### src/rtl/ex_alu_stage_pkg.sv
// Shared execute-stage definitions: ALU control codes, forward selects, EX/MEM payload.
package ex_alu_stage_pkg;

    localparam int unsigned XLEN  = 32;
    localparam int unsigned CNT_W = 16;

    // ALUControl codes produced by the ALU decoder
    typedef enum logic [2:0] {
        ALU_ADD = 3'b000,
        ALU_SUB = 3'b001,
        ALU_AND = 3'b010,
        ALU_OR  = 3'b011,
        ALU_SLT = 3'b101
    } alu_op_e;

    // Operand forwarding selects; 2'b11 falls back to the register-file value
    typedef enum logic [1:0] {
        FWD_RF  = 2'b00,
        FWD_WB  = 2'b01,
        FWD_MEM = 2'b10
    } fwd_sel_e;

    // EX/MEM holding register payload
    typedef struct packed {
        logic [XLEN-1:0] result;
        logic [XLEN-1:0] wdata;
        logic            zero;
        logic            illegal;
    } exm_t;

    // Forwarding mux shared by both operands
    function automatic logic [XLEN-1:0] fwd_mux(
        input logic [1:0]      sel,
        input logic [XLEN-1:0] rf_val,
        input logic [XLEN-1:0] wb_val,
        input logic [XLEN-1:0] mem_val
    );
        logic [XLEN-1:0] val;
        val = rf_val;
        case (sel)
            FWD_WB:  val = wb_val;
            FWD_MEM: val = mem_val;
            default: val = rf_val;
        endcase
        return val;
    endfunction

endpackage

### src/rtl/ex_alu_stage_if.sv
// ID/EX-to-MEM bundle of the execute stage: operands, forwarding, handshakes, EX/MEM outputs.
interface ex_alu_stage_if;
    import ex_alu_stage_pkg::*;

    // upstream handshake and operands
    logic            validE;
    logic            readyE;
    logic [2:0]      ALUControlE;
    logic            ALUSrcE;
    logic [1:0]      ForwardAE;
    logic [1:0]      ForwardBE;
    logic [XLEN-1:0] RD1E;
    logic [XLEN-1:0] RD2E;
    logic [XLEN-1:0] ImmExtE;
    logic [XLEN-1:0] ResultW;

    // downstream handshake and holding register
    logic             FlushM;
    logic             readyM;
    logic             validM;
    logic [XLEN-1:0]  ALUResultM;
    logic [XLEN-1:0]  WriteDataM;
    logic             ZeroM;
    logic             IllegalM;
    logic [CNT_W-1:0] OpCountM;

    // Pipeline side that feeds the stage and consumes its result
    modport master (
        output validE, ALUControlE, ALUSrcE, ForwardAE, ForwardBE,
               RD1E, RD2E, ImmExtE, ResultW, FlushM, readyM,
        input  readyE, validM, ALUResultM, WriteDataM, ZeroM, IllegalM, OpCountM
    );

    // The execute stage itself
    modport slave (
        input  validE, ALUControlE, ALUSrcE, ForwardAE, ForwardBE,
               RD1E, RD2E, ImmExtE, ResultW, FlushM, readyM,
        output readyE, validM, ALUResultM, WriteDataM, ZeroM, IllegalM, OpCountM
    );

endinterface

### src/rtl/ex_alu_stage_alu_core.sv
// Combinational ALU: add/sub/and/or/slt with zero and illegal-code flags.
module ex_alu_stage_alu_core
    import ex_alu_stage_pkg::*;
(
    input  logic [XLEN-1:0] src_a,
    input  logic [XLEN-1:0] src_b,
    input  logic [2:0]      alu_control,
    output logic [XLEN-1:0] result_c,
    output logic            zero_c,
    output logic            illegal_c
);

    logic [XLEN-1:0] diff;
    logic            neg;
    logic            ovf;
    logic            lt;

    // Signed less-than derived from the subtraction: N xor V
    assign diff = src_a - src_b;
    assign neg  = diff[XLEN-1];
    assign ovf  = (src_a[XLEN-1] ^ src_b[XLEN-1]) & (diff[XLEN-1] ^ src_a[XLEN-1]);
    assign lt   = neg ^ ovf;

    // Operation select; unsupported codes yield zero and raise the illegal flag
    always_comb begin
        result_c  = '0;
        illegal_c = 1'b0;
        case (alu_control)
            ALU_ADD: result_c = src_a + src_b;
            ALU_SUB: result_c = diff;
            ALU_AND: result_c = src_a & src_b;
            ALU_OR:  result_c = src_a | src_b;
            ALU_SLT: result_c = XLEN'(lt);
            default: illegal_c = 1'b1;
        endcase
    end

    // Zero flag covers the full result, slt included
    assign zero_c = (result_c == '0);

endmodule

### src/rtl/ex_alu_stage.sv
// Execute stage: forwarding muxes, ALU, single-entry EX/MEM holding register and op counter.
module ex_alu_stage
    import ex_alu_stage_pkg::*;
(
    input  logic          clk,
    input  logic          reset,
    ex_alu_stage_if.slave bus
);

    logic [XLEN-1:0]  src_a;
    logic [XLEN-1:0]  fwd_b;
    logic [XLEN-1:0]  src_b;
    logic [XLEN-1:0]  alu_result;
    logic             alu_zero;
    logic             alu_illegal;
    logic             ready;
    logic             accept;
    logic             handoff;
    exm_t             exm_q;
    logic             valid_q;
    logic [CNT_W-1:0] cnt_q;

    // Operand selection; the MEM forward path taps the holding register even when it is empty
    assign src_a = fwd_mux(bus.ForwardAE, bus.RD1E, bus.ResultW, exm_q.result);
    assign fwd_b = fwd_mux(bus.ForwardBE, bus.RD2E, bus.ResultW, exm_q.result);
    assign src_b = bus.ALUSrcE ? bus.ImmExtE : fwd_b;

    ex_alu_stage_alu_core u_alu_core (
        .src_a       (src_a),
        .src_b       (src_b),
        .alu_control (bus.ALUControlE),
        .result_c    (alu_result),
        .zero_c      (alu_zero),
        .illegal_c   (alu_illegal)
    );

    // Handshake: the register frees up when empty or being drained this cycle
    assign ready   = ~valid_q | bus.readyM;
    assign accept  = bus.validE & ready & ~bus.FlushM;
    assign handoff = valid_q & bus.readyM;

    // Holding register: flush wins, stall freezes, accept reloads, otherwise drain to empty
    always_ff @(posedge clk or posedge reset) begin
        if (reset) begin
            valid_q <= 1'b0;
            exm_q   <= '0;
        end else if (bus.FlushM) begin
            valid_q <= 1'b0;
        end else if (accept) begin
            valid_q <= 1'b1;
            exm_q   <= '{result: alu_result, wdata: fwd_b, zero: alu_zero, illegal: alu_illegal};
        end else if (ready) begin
            valid_q <= 1'b0;
        end
    end

    // Retired-op counter: counts every handoff, including one coinciding with a flush
    always_ff @(posedge clk or posedge reset) begin
        if (reset) begin
            cnt_q <= '0;
        end else if (handoff) begin
            cnt_q <= cnt_q + CNT_W'(1);
        end
    end

    assign bus.readyE     = ready;
    assign bus.validM     = valid_q;
    assign bus.ALUResultM = exm_q.result;
    assign bus.WriteDataM = exm_q.wdata;
    assign bus.ZeroM      = exm_q.zero;
    assign bus.IllegalM   = exm_q.illegal;
    assign bus.OpCountM   = cnt_q;

endmodule

### src/flat_wrapper.sv
// flat-port wrapper written by rule: the top's interface ports become plain ports
module ex_alu_stage_flat import ex_alu_stage_pkg::*;
  (clk, reset, bus_validE, bus_ALUControlE, bus_ALUSrcE, bus_ForwardAE, bus_ForwardBE, bus_RD1E, bus_RD2E, bus_ImmExtE, bus_ResultW, bus_FlushM, bus_readyM, bus_readyE, bus_validM, bus_ALUResultM, bus_WriteDataM, bus_ZeroM, bus_IllegalM, bus_OpCountM);
  ex_alu_stage_if bus_i ();
  input  logic clk;
  input  logic reset;
  input wire logic [$bits(bus_i.validE)-1:0] bus_validE;
  input wire logic [$bits(bus_i.ALUControlE)-1:0] bus_ALUControlE;
  input wire logic [$bits(bus_i.ALUSrcE)-1:0] bus_ALUSrcE;
  input wire logic [$bits(bus_i.ForwardAE)-1:0] bus_ForwardAE;
  input wire logic [$bits(bus_i.ForwardBE)-1:0] bus_ForwardBE;
  input wire logic [$bits(bus_i.RD1E)-1:0] bus_RD1E;
  input wire logic [$bits(bus_i.RD2E)-1:0] bus_RD2E;
  input wire logic [$bits(bus_i.ImmExtE)-1:0] bus_ImmExtE;
  input wire logic [$bits(bus_i.ResultW)-1:0] bus_ResultW;
  input wire logic [$bits(bus_i.FlushM)-1:0] bus_FlushM;
  input wire logic [$bits(bus_i.readyM)-1:0] bus_readyM;
  output wire logic [$bits(bus_i.readyE)-1:0] bus_readyE;
  output wire logic [$bits(bus_i.validM)-1:0] bus_validM;
  output wire logic [$bits(bus_i.ALUResultM)-1:0] bus_ALUResultM;
  output wire logic [$bits(bus_i.WriteDataM)-1:0] bus_WriteDataM;
  output wire logic [$bits(bus_i.ZeroM)-1:0] bus_ZeroM;
  output wire logic [$bits(bus_i.IllegalM)-1:0] bus_IllegalM;
  output wire logic [$bits(bus_i.OpCountM)-1:0] bus_OpCountM;
  assign bus_i.validE = bus_validE;
  assign bus_i.ALUControlE = bus_ALUControlE;
  assign bus_i.ALUSrcE = bus_ALUSrcE;
  assign bus_i.ForwardAE = bus_ForwardAE;
  assign bus_i.ForwardBE = bus_ForwardBE;
  assign bus_i.RD1E = bus_RD1E;
  assign bus_i.RD2E = bus_RD2E;
  assign bus_i.ImmExtE = bus_ImmExtE;
  assign bus_i.ResultW = bus_ResultW;
  assign bus_i.FlushM = bus_FlushM;
  assign bus_i.readyM = bus_readyM;
  assign bus_readyE = bus_i.readyE;
  assign bus_validM = bus_i.validM;
  assign bus_ALUResultM = bus_i.ALUResultM;
  assign bus_WriteDataM = bus_i.WriteDataM;
  assign bus_ZeroM = bus_i.ZeroM;
  assign bus_IllegalM = bus_i.IllegalM;
  assign bus_OpCountM = bus_i.OpCountM;
  ex_alu_stage u_core (.clk(clk), .reset(reset), .bus(bus_i));
endmodule
### config.mk
export PLATFORM = sky130hd
export DESIGN_NAME = ex_alu_stage_flat
export DESIGN_NICKNAME = d
export VERILOG_FILES = /design/src/rtl/ex_alu_stage_pkg.sv /design/src/rtl/ex_alu_stage_if.sv /design/src/rtl/ex_alu_stage_alu_core.sv /design/src/rtl/ex_alu_stage.sv /design/src/flat_wrapper.sv
export SDC_FILE = /design/constraint.sdc
export NUM_CORES = 1
export LEC_CHECK = 0
export CORE_AREA = 2 2 142 144
export DETAILED_ROUTE_END_ITERATION = 10
export DIE_AREA = 0 0 144 146
export GPL_TIMING_DRIVEN = 0
export PLACE_DENSITY = 0.82
export SLEW_MARGIN = 20
export SYNTH_ARGS = -nofsm -noshare
export SYNTH_HDL_FRONTEND = slang
export SYNTH_SLANG_ARGS = --single-unit
### constraint.sdc
create_clock -name clk -period 5.55 [get_ports clk]
set_input_delay 1.665 -clock clk [delete_from_list [all_inputs] [get_ports clk]]
set_output_delay 1.665 -clock clk [all_outputs]
set_load 0.05 [all_outputs]
## Word-level counts from Yosys, hierarchy flattened

Cells that the tools add are included.

| operators by class | value |
|---|---|
| $add $sub $neg | 3 |
| equal/unequal tests | 8 |
| multiplexer cells | 8 |
| bitwise logic cells | 12 |
| reduce and logical (&&, ||, !) cells | 5 |

Operator list:

| kind | number |
|---|---|
| 32-bit case mux with 5 select lines | 1 |
| 32-bit case mux with 2 select lines | 2 |
| 32-bit adder | 1 |
| 32-bit AND | 1 |
| 32-bit zero test | 1 |
| 32-bit 2-to-1 mux | 1 |
| 32-bit bitwise OR | 1 |
| 32-bit subtractor | 1 |
| 16-bit by 1-bit adder with 16-bit output (second input constant) | 1 |
| 3-bit by 2-bit == test with 1-bit output (second input constant) | 2 |
| 5-bit OR reduction | 1 |
| 1-bit AND | 4 |
| 2-bit by 1-bit == test with 1-bit output (second input constant) | 2 |
| 2-bit == test (second input constant) | 2 |
| 1-bit 2-to-1 mux | 4 |
| 3-bit by 1-bit == test with 1-bit output (second input constant) | 1 |
| 3-bit == test (second input constant) | 1 |
| 3-bit zero test | 1 |
| 3-bit nonzero test | 1 |
| 1-bit XOR | 3 |
| 1-bit inverter | 2 |
| 2-bit AND reduction | 1 |
| 1-bit bitwise OR | 1 |

| word-level totals | value |
|---|---|
| bits in registers | 83 |
| input bits | 141 |
| output and inout bits | 84 |
| word-level logic and storage cells | 42 |

## Longest topological paths before layout

Gate-level depths: netlist of the first run.

| depth | value |
|---|---|
| word-level depth | 9 |
| depth in mapped cells | 28 |
| mapped depth without buffers | 27 |

## By module

From an unflattened synthesis of the first run, not the netlist that was laid out.

| unflattened totals | value |
|---|---|
| cells, all modules | 1312 |
| area total of the unflattened synthesis | 9854.5 µm² |

By module, submodules not included:

| module | times used | cells an instance | area an instance (µm²) | sequential area each (µm²) |
|---|---|---|---|---|
| ex_alu_stage_alu_core | 1 | 775 | 5213.8 | 0.0 |
| ex_alu_stage | 1 | 537 | 4640.7 | 2077.0 |

## Worst setup path after synthesis of the first run

No wires, ideal clock.

| path | value |
|---|---|
| kind | input to register |
| start | input bus_ForwardBE[0] |
| end | register u_core.exm_q, in the netlist u_core.bus.ZeroM |
| library setup time | 0.104 ns |
| data arrival time | 6.474 ns |
| path slack | -1.028 ns |
| stages on the path | 28 |
| buffers on the path | 3 |
| cell sequence | inv_1 ha_1 clkbuf_1 buf_1 nor2_1 a21oi_1 o21ai_0 ha_1 buf_6 nor3_2 nand2_1 a211o_1 a31oi_1 o2111ai_1 o21ai_0 a21oi_1 o21bai_1 fa_1 nor4bb_1 a21oi_1 o21ai_0 nor4_1 nand4_1 a2111oi_0 nand4bb_1 nor4_1 nand4_1 o41ai_2 |

| between the ends | value |
|---|---|
| cells in the longest elaborated chain, start to end | 9 |
| elaborated cells on any way between the ends | 14 |

RTL lines:

| element | line | source |
|---|---|---|
| from (decl) | flat_wrapper.sv:11 | `input wire logic [$bits(bus_i.ForwardBE)-1:0] bus_ForwardBE;` |
| 2-bit == test or 2-bit by 1-bit == test with 1-bit output (tied branches) | ex_alu_stage_pkg.sv:40 | `case (sel)` |
| 32-bit case mux with 2 select lines * | ex_alu_stage_pkg.sv:40 |  |
| 32-bit 2-to-1 mux * | ex_alu_stage.sv:26 | `assign src_b = bus.ALUSrcE ? bus.ImmExtE : fwd_b;` |
| 32-bit subtractor | ex_alu_stage_alu_core.sv:19 | `assign diff = src_a - src_b;` |
| 1-bit XOR | ex_alu_stage_alu_core.sv:21 | `assign ovf = (src_a[XLEN-1] ^ src_b[XLEN-1]) & (diff[XLEN-1] ^ src_a[XLEN-1]);` |
| 1-bit AND | ex_alu_stage_alu_core.sv:21 |  |
| 1-bit XOR | ex_alu_stage_alu_core.sv:22 | `assign lt = neg ^ ovf;` |
| 32-bit case mux with 5 select lines * | ex_alu_stage_alu_core.sv:28 | `case (alu_control)` |
| 32-bit zero test * | ex_alu_stage_alu_core.sv:39 | `assign zero_c = (result_c == '0);` |
| to (signal assigned) | ex_alu_stage.sv:51 | `exm_q <= '{result: alu_result, wdata: fwd_b, zero: alu_zero, illegal: alu_illegal};` |
| to (decl) | ex_alu_stage.sv:19 | `exm_t exm_q;` |

Every way passes the cells marked *; elsewhere a longest branch is shown, timed or not.
A chain may end at the register's enable or synchronous reset.

## Worst setup path in the final report of the first run

Ends and elaborated chain as after synthesis.

==> impl_metrics.json, run 1 <==
{
  "outcome": "finished, violations left",
  "failed_checks": "negative setup slack",
  "p_int_mw": 2.02,
  "grt_pass1_wl_um": 72800,
  "design_area_um2": 14800,
  "yosysSeqAreaShare_pct": 20.3,
  "initial_utilization_pct": 52.8,
  "worstSetupStartpointType": "input pin",
  "rows": 51,
  "drt_wl_total_um": 51000,
  "clk_pin_slew_ns": 0.06,
  "setup_ws_ns": -1.44,
  "critPathCaptureType": "flip-flop",
  "slowest_stage": "a22oi_1",
  "insertion_delay_ns": 0.35,
  "skew_ns": 0.0107,
  "p_leak_nw": 6.23,
  "hold_buffers": 0,
  "clockBufferDepth": 2,
  "layout.cells.non_filler": 1984,
  "place.gp.congestion": 1.06,
  "synthCells": 1413,
  "combPwrFrac_pct": 64.6,
  "drtAntennaViolNets": 0,
  "finalPower_mw": 4.11,
  "p_sw_mw": 2.09,
  "clockRootBuffer": "clkbuf_16",
  "synth_edf_count": 0,
  "required_ns": 5.79,
  "wl_per_cell_um": 25.7,
  "fmax_ghz": 0.143,
  "portBuffers": 222,
  "cp_max_fo": 10,
  "syn2layout_area_growth_pct": 45.4,
  "htree_levels": 3,
  "hp-class": "reg -> reg",
  "drv_cap": 0,
  "cp_top_family": "compound AO/OA/AOI/OAI gates",
  "fin_crit_ns": 6.99,
  "cpPeakStageDelay_ns": 0.49,
  "fin_nets": 1958,
  "dp.final_hpwl_um": 36600,
  "swShare_pct": 50.9,
  "rsz0062_at_grt": "true",
  "dieArea_um2": 21000,
  "die_h_um": 146,
  "min_period_over_period_pct": 126,
  "critical_path_class": "in -> reg",
  "grtUsageTotal_pct": 45.1,
  "path_buf_inv": 4,
  "dr_total_vias": 13500,
  "core_um2": 19300,
  "async_reset_ff_share_pct": 100,
  "antenna_found_initial": 1,
  "synth_cell_type_count": 91,
  "cp.arrival_ns": 7.24,
  "hold_viol": 0,
  "syn_nets": 1657,
  "yosysWarnings": 0,
  "drive_gt1_share_pct": 20.2,
  "grt_pass1_vias": 12500,
  "peakVddDrop_mv": 0.181,
  "syn_area_per_cell_um2": 7.23,
  "cts_made_buffers": 9,
  "drc": 0,
  "drt_iter0_drc": 1543,
  "ios": 225,
  "clockPowerShare_pct": 14.3,
  "multiInputGateArea_um2": 8140,
  "placed_area_um2": 12900,
  "cts_tree": "done",
  "grt_max_degree": 46,
  "dr.pass1.iters": 8,
  "setup_violations": 6,
  "dieWidth_um": 144,
  "placed_cells_incl_taps": 1902,
  "relSlewSlack_pct": 28.2,
  "worst_pin_slew_ns": 1.07,
  "maxSlewViolCount": 0,
  "n_antenna_cell": 0,
  "fillerInstances": 1362,
  "vias_per_cell": 6.79,
  "yosys_most_used_dff": "dfrtp_1",
  "pwr_density_cell_nw_per_um2": 277,
  "grt_overflow_total": 0,
  "clock_sinks": 83,
  "seqCellArea_um2": 2080,
  "power_frac_seq_pct": 21.2,
  "synth_seq_cells": 83,
  "syn_area_um2": 10200
}
layout make-up:
cell class | count | area share (%)
plain buffers | 92 | 5.21
multi-input cells | 1123 | 54.8
clock buffers | 10 | 1.61
clock inverters | 6 | 0.329
well taps | 265 | 2.23
inverters | 113 | 2.89
flip-flops and latches | 83 | 14.0
repair buffers | 292 | 18.9
through the flow:
stage               worst slack (ns)  setup TNS [ns]  util (%)  hold WS, ns
floorplan                     -0.416          -0.416         -        0.757
finish                         -1.44           -2.91      76.8        0.484
global route                   -1.55           -3.54      76.8        0.510
global placement               -2.76          -23.01      66.5        0.462
CTS                            -1.06           -1.90      74.1        0.484
detailed placement             -2.81          -24.90      66.7        0.470
logic make-up (layout without fill, tap and decap cells):
group / Yosys count / count (layout) / share of synthesized area (%)
AOI/OAI and AO/OA: 512 / 512 / 33.4
and+or+nand+nor: 463 / 463 / 20.3
adders and majority gates: 103 / 103 / 12.8
muxes: 17 / 17 / 1.86
xor gates and xnor gates: 28 / 28 / 2.40
DFF: 83 / 83 / 20.3
buffers and inverters: 207 / 513 / 8.88
per-layer routing:
metal | up-vias | routed length [um] | global-route usage, %
met2 | 1201 | 22100 | 70.7
met5 | - | 16 | 0
met3 | 333 | 6830 | 10.7
met1 | 6279 | 18500 | 57.7
met4 | 2 | 3580 | 22.4
li1 | 5665 | - | -
power by group through the flow:
| stage | combinational (mW) | sequential [mW] | clock (mW) |
|---|---|---|---|
| final | 2.65 | 0.869 | 0.586 |
| after CTS | 2.43 | 0.842 | 0.574 |
| after floorplan | 1.08 | 1.20 | 0 |
| after detailed placement | 2.20 | 0.850 | 0 |
| after global routing | 2.77 | 0.872 | 0.600 |
| after global placement | 2.18 | 0.845 | 0 |
flip-flops by register name, indices dropped and copies added (netlist names):
name and cells:
u_core.bus.IllegalM 1, u_core.bus.OpCountM 16, u_core.bus.ZeroM 1, u_core.bus.ALUResultM 32
u_core.bus.WriteDataM 32, u_core.bus.validM 1
synthesized netlist by cell type, types with 6 or more instances:
cell,instances,area share (%)
or2_2,6,0.37
a21o_1,8,0.59
nand2b_1,12,0.74
a31oi_1,8,0.49
a22oi_1,67,4.9
nor2b_1,14,0.86
a221oi_1,10,0.86
nand3_1,31,1.5
a211oi_1,13,0.96
o21bai_1,11,0.81
nand2_1,206,7.6
a21oi_1,104,5.1
ha_1,100,12
o2111ai_1,8,0.69
buf_4,9,0.66
o221ai_1,7,0.60
buf_2,18,0.88
and3_1,9,0.55
clkbuf_1,52,1.9
buf_6,8,0.88
o21ai_0,152,7.5
nor3_1,16,0.78
inv_1,111,4.1
nor4_1,7,0.43
a2111oi_0,7,0.60
o21a_1,15,1.1
dfrtp_1,83,20
nor2_1,113,4.2
mux2_2,6,0.66
mux2i_1,10,0.98
o31ai_1,12,0.88
o211ai_1,18,1.3
nand4_1,20,1.2
xnor2_1,24,2.1
cells in the final DEF, fill, tap and decap left out, types with 18 or more instances in the layout:
cell	n
buf_4	62
clkbuf_1	21
xnor2_1	24
nand2_1	200
o21ai_0	99
buf_2	19
ha_1	80
nor2_1	101
a21oi_1	83
clkdlybuf4s50_1	211
a22oi_1	49
a22oi_2	18
buf_6	25
o21ai_2	27
a21oi_2	22
dfrtp_1	83
o211ai_1	18
nand3_1	28
inv_1	105
o21ai_4	18
nand4_1	20
worst paths after layout:
path / to / startpoint / depth (start not counted) / slack (ns)
max in group asynchronous: u_core.bus.ALUResultM[12] / reset / 3 / 3.16
min in group asynchronous: u_core.bus.WriteDataM[5] / reset / 2 / 1.73
worst min-delay path: u_core.bus.WriteDataM[27] / u_core.bus.WriteDataM[27] / 2 / 0.48
worst max-delay path: u_core.bus.ZeroM / bus_ForwardBE[0] / 28 / -1.44
worst min register to register: u_core.bus.WriteDataM[27] / u_core.bus.WriteDataM[27] / 2 / 0.48
worst max register to register: u_core.bus.ZeroM / u_core.bus.ALUResultM[11] / 25 / -0.11
worst reg2reg max path, delay by kind of cell (launching register included):
kind | cells | cell delay [ns]
AOI/OAI and AO/OA | 13 | 2.50
adders and majority gates | 2 | 0.55
and+or+nand+nor | 9 | 1.73
DFF | 1 | 0.66
buffers and inverters | 1 | 0.14
repair_timing:
action	CTS	global route
setup buffers	45	20
endpoints found under the setup margin	27	9
gates cloned	4	0
resized for setup	231	100
pin swaps	50	47
(Power assumes the default switching activity.)
==> run 2: changes to the inputs <==
- CAP_MARGIN: unset -> 0
- CORE_AREA: 2 2 142 144 -> 2 2 141 143
- CTS_BUF_LIST: unset -> sky130_fd_sc_hd__clkbuf_8
- DIE_AREA: 0 0 144 146 -> 0 0 143 145
- PLACE_DENSITY: 0.82 -> 0.84
==> run 2 against run 1 <==
  * The flow still finishes with violations (negative setup slack)
  * Critical endpoint unchanged
  * Cell count decreased by 0.96%
  * Non-clock buffer count down 18
  * Total power shrank 2.4%
==> impl_metrics.json, run 2 (synthesized netlist as in run 1, its figures left out) <==
{
  "syn2layout_area_growth_pct": 41.7,
  "insertion_delay_ns": 0.38,
  "fin_nets": 1940,
  "clockRootBuffer": "clkbuf_8",
  "outcome": "finished, violations left",
  "slowest_stage": "a21oi_2",
  "drt_wl_total_um": 50200,
  "drtAntennaViolNets": 0,
  "relSlewSlack_pct": 36.8,
  "clockBufferDepth": 2,
  "drt_iter0_drc": 1932,
  "portBuffers": 222,
  "dp.final_hpwl_um": 36600,
  "grt_max_degree": 44,
  "vias_per_cell": 6.82,
  "seqCellArea_um2": 2080,
  "setup_violations": 3,
  "core_um2": 19200,
  "grtUsageTotal_pct": 44.3,
  "layout_commonest_cell": "clkdlybuf4s50_1",
  "hold_viol": 0,
  "setup_ws_ns": -1.21,
  "drc": 0,
  "final_cell_mix": "clkdlybuf4s50_1, nand2_1, nor2_1, inv_1, o21ai_0",
  "critical_path_class": "in -> reg",
  "maxSlewViolCount": 0,
  "skew_ns": 0.00950,
  "clock_sinks": 83,
  "clk_pin_slew_ns": 0.09,
  "dieWidth_um": 143,
  "required_ns": 5.83,
  "drive_gt1_share_pct": 17.9,
  "fin_crit_ns": 6.76,
  "grt_overflow_total": 0,
  "n_antenna_cell": 0,
  "cts_made_buffers": 9,
  "rsz0062_at_grt": "true",
  "cpPeakStageDelay_ns": 0.42,
  "layout.cells.non_filler": 1965,
  "dr_total_vias": 13400,
  "rows": 51,
  "failed_checks": "negative setup slack",
  "cp.arrival_ns": 7.04,
  "drv_cap": 0,
  "dp_slack_ns": -2.86,
  "multiInputGateArea_um2": 8000,
  "worstSetupStartpointType": "input pin",
  "dieArea_um2": 20700,
  "finalSetupTns_ns": -1.33,
  "die_h_um": 145,
  "dr.pass1.iters": 7,
  "grt_pass1_vias": 12100,
  "pwr_density_cell_nw_per_um2": 277,
  "htree_levels": 3,
  "min_period_over_period_pct": 122,
  "hp-class": "reg -> reg",
  "placed_cells_incl_taps": 1902,
  "initial_utilization_pct": 53.2,
  "antenna_found_initial": 0,
  "hold_buffers": 0,
  "cp_max_fo": 7,
  "cts_tree": "done",
  "fillerInstances": 1391,
  "worst_pin_slew_ns": 0.944,
  "place.gp.congestion": 1.07,
  "ios": 225,
  "p_leak_nw": 6.06,
  "critPathCaptureType": "flip-flop",
  "grt_pass1_wl_um": 70800,
  "peakVddDrop_mv": 0.155,
  "fmax_ghz": 0.148,
  "wl_per_cell_um": 25.6
}
run 2: cell count changes in the layout (fill, tap and decap cells not counted), moves of 6 or more:
cell / delta
clkbuf_8: +9
nor2_2: -6
buf_6: -8
clkbuf_16: -10
clkdlybuf4s50_1: +6
o21ai_2: -6
buf_4: -7
nor2_1: +6
o21ai_0: +6
run 2: final cells by class:
cell class / count / share of cell area [%]
Sequential cell: 83 / 14.4
Clock buffer: 9 / 0.856
Clock inverter: 6 / 0.796
Buffer: 90 / 4.89
Tap cell: 265 / 2.29
Timing Repair Buffer: 276 / 18.6
Multi-Input combinational cell: 1123 / 55.3
Inverter: 113 / 2.97
run 2: path summary, 6_finish.rpt:
check	startpoint	slack, ns	depth (start not counted)	end
max in group asynchronous	reset	3.22	3	u_core.bus.ALUResultM[30]
max reg2reg	u_core.bus.ALUResultM[11]	0.01	25	u_core.bus.ZeroM
min in group asynchronous	reset	1.68	2	u_core.bus.WriteDataM[2]
max	bus_ForwardBE[0]	-1.21	29	u_core.bus.ZeroM
min reg2reg	u_core.bus.OpCountM[15]	0.48	1	u_core.bus.OpCountM[15]
min	u_core.bus.OpCountM[15]	0.48	1	u_core.bus.OpCountM[15]
run 2: repair_timing:
item | CTS | global route
hold endpoints to repair | 0 | 0
pin swaps | 40 | 39
gates resized for setup | 198 | 64
buffers inserted | 23 | 24
endpoints found under the setup margin | 26 | 10
cloned | 0 | 5
run 2: layer usage:
layer | wire length, um | track usage (%)
met1 | 18200 | 57.6
met2 | 21800 | 70.0
met3 | 6960 | 11.6
met4 | 3170 | 17.2
met5 | 60 | 0
run 2: power breakdown:
group / internal (mW) / switching, mW / total [mW]
combinational: 0.949 / 1.66 / 2.61
sequential: 0.714 / 0.151 / 0.865
clock: 0.298 / 0.237 / 0.535
total: 1.96 / 2.05 / 4.01
run 2: worst max-delay path, delay by kind of cell:
kind,cells,cell delay [ns]
and+or+nand+nor,9,1.42
buffers and inverters,4,0.42
AOI/OAI and AO/OA,13,2.81
adders and majority gates,3,0.70
run 2: stage by stage:
step / cell area (um^2) / total power [mW] / util (%) / hold WS (ns)
after floorplan: 10300 / 2.28 / - / 0.757
after global placement: 12900 / 3.03 / 66.9 / 0.462
after detailed placement: 12900 / 3.07 / 67.1 / 0.468
after CTS: 14000 / 3.75 / 72.9 / 0.481
after global routing: 14500 / 4.15 / 75.3 / 0.496
final: 14500 / 4.01 / 75.3 / 0.484
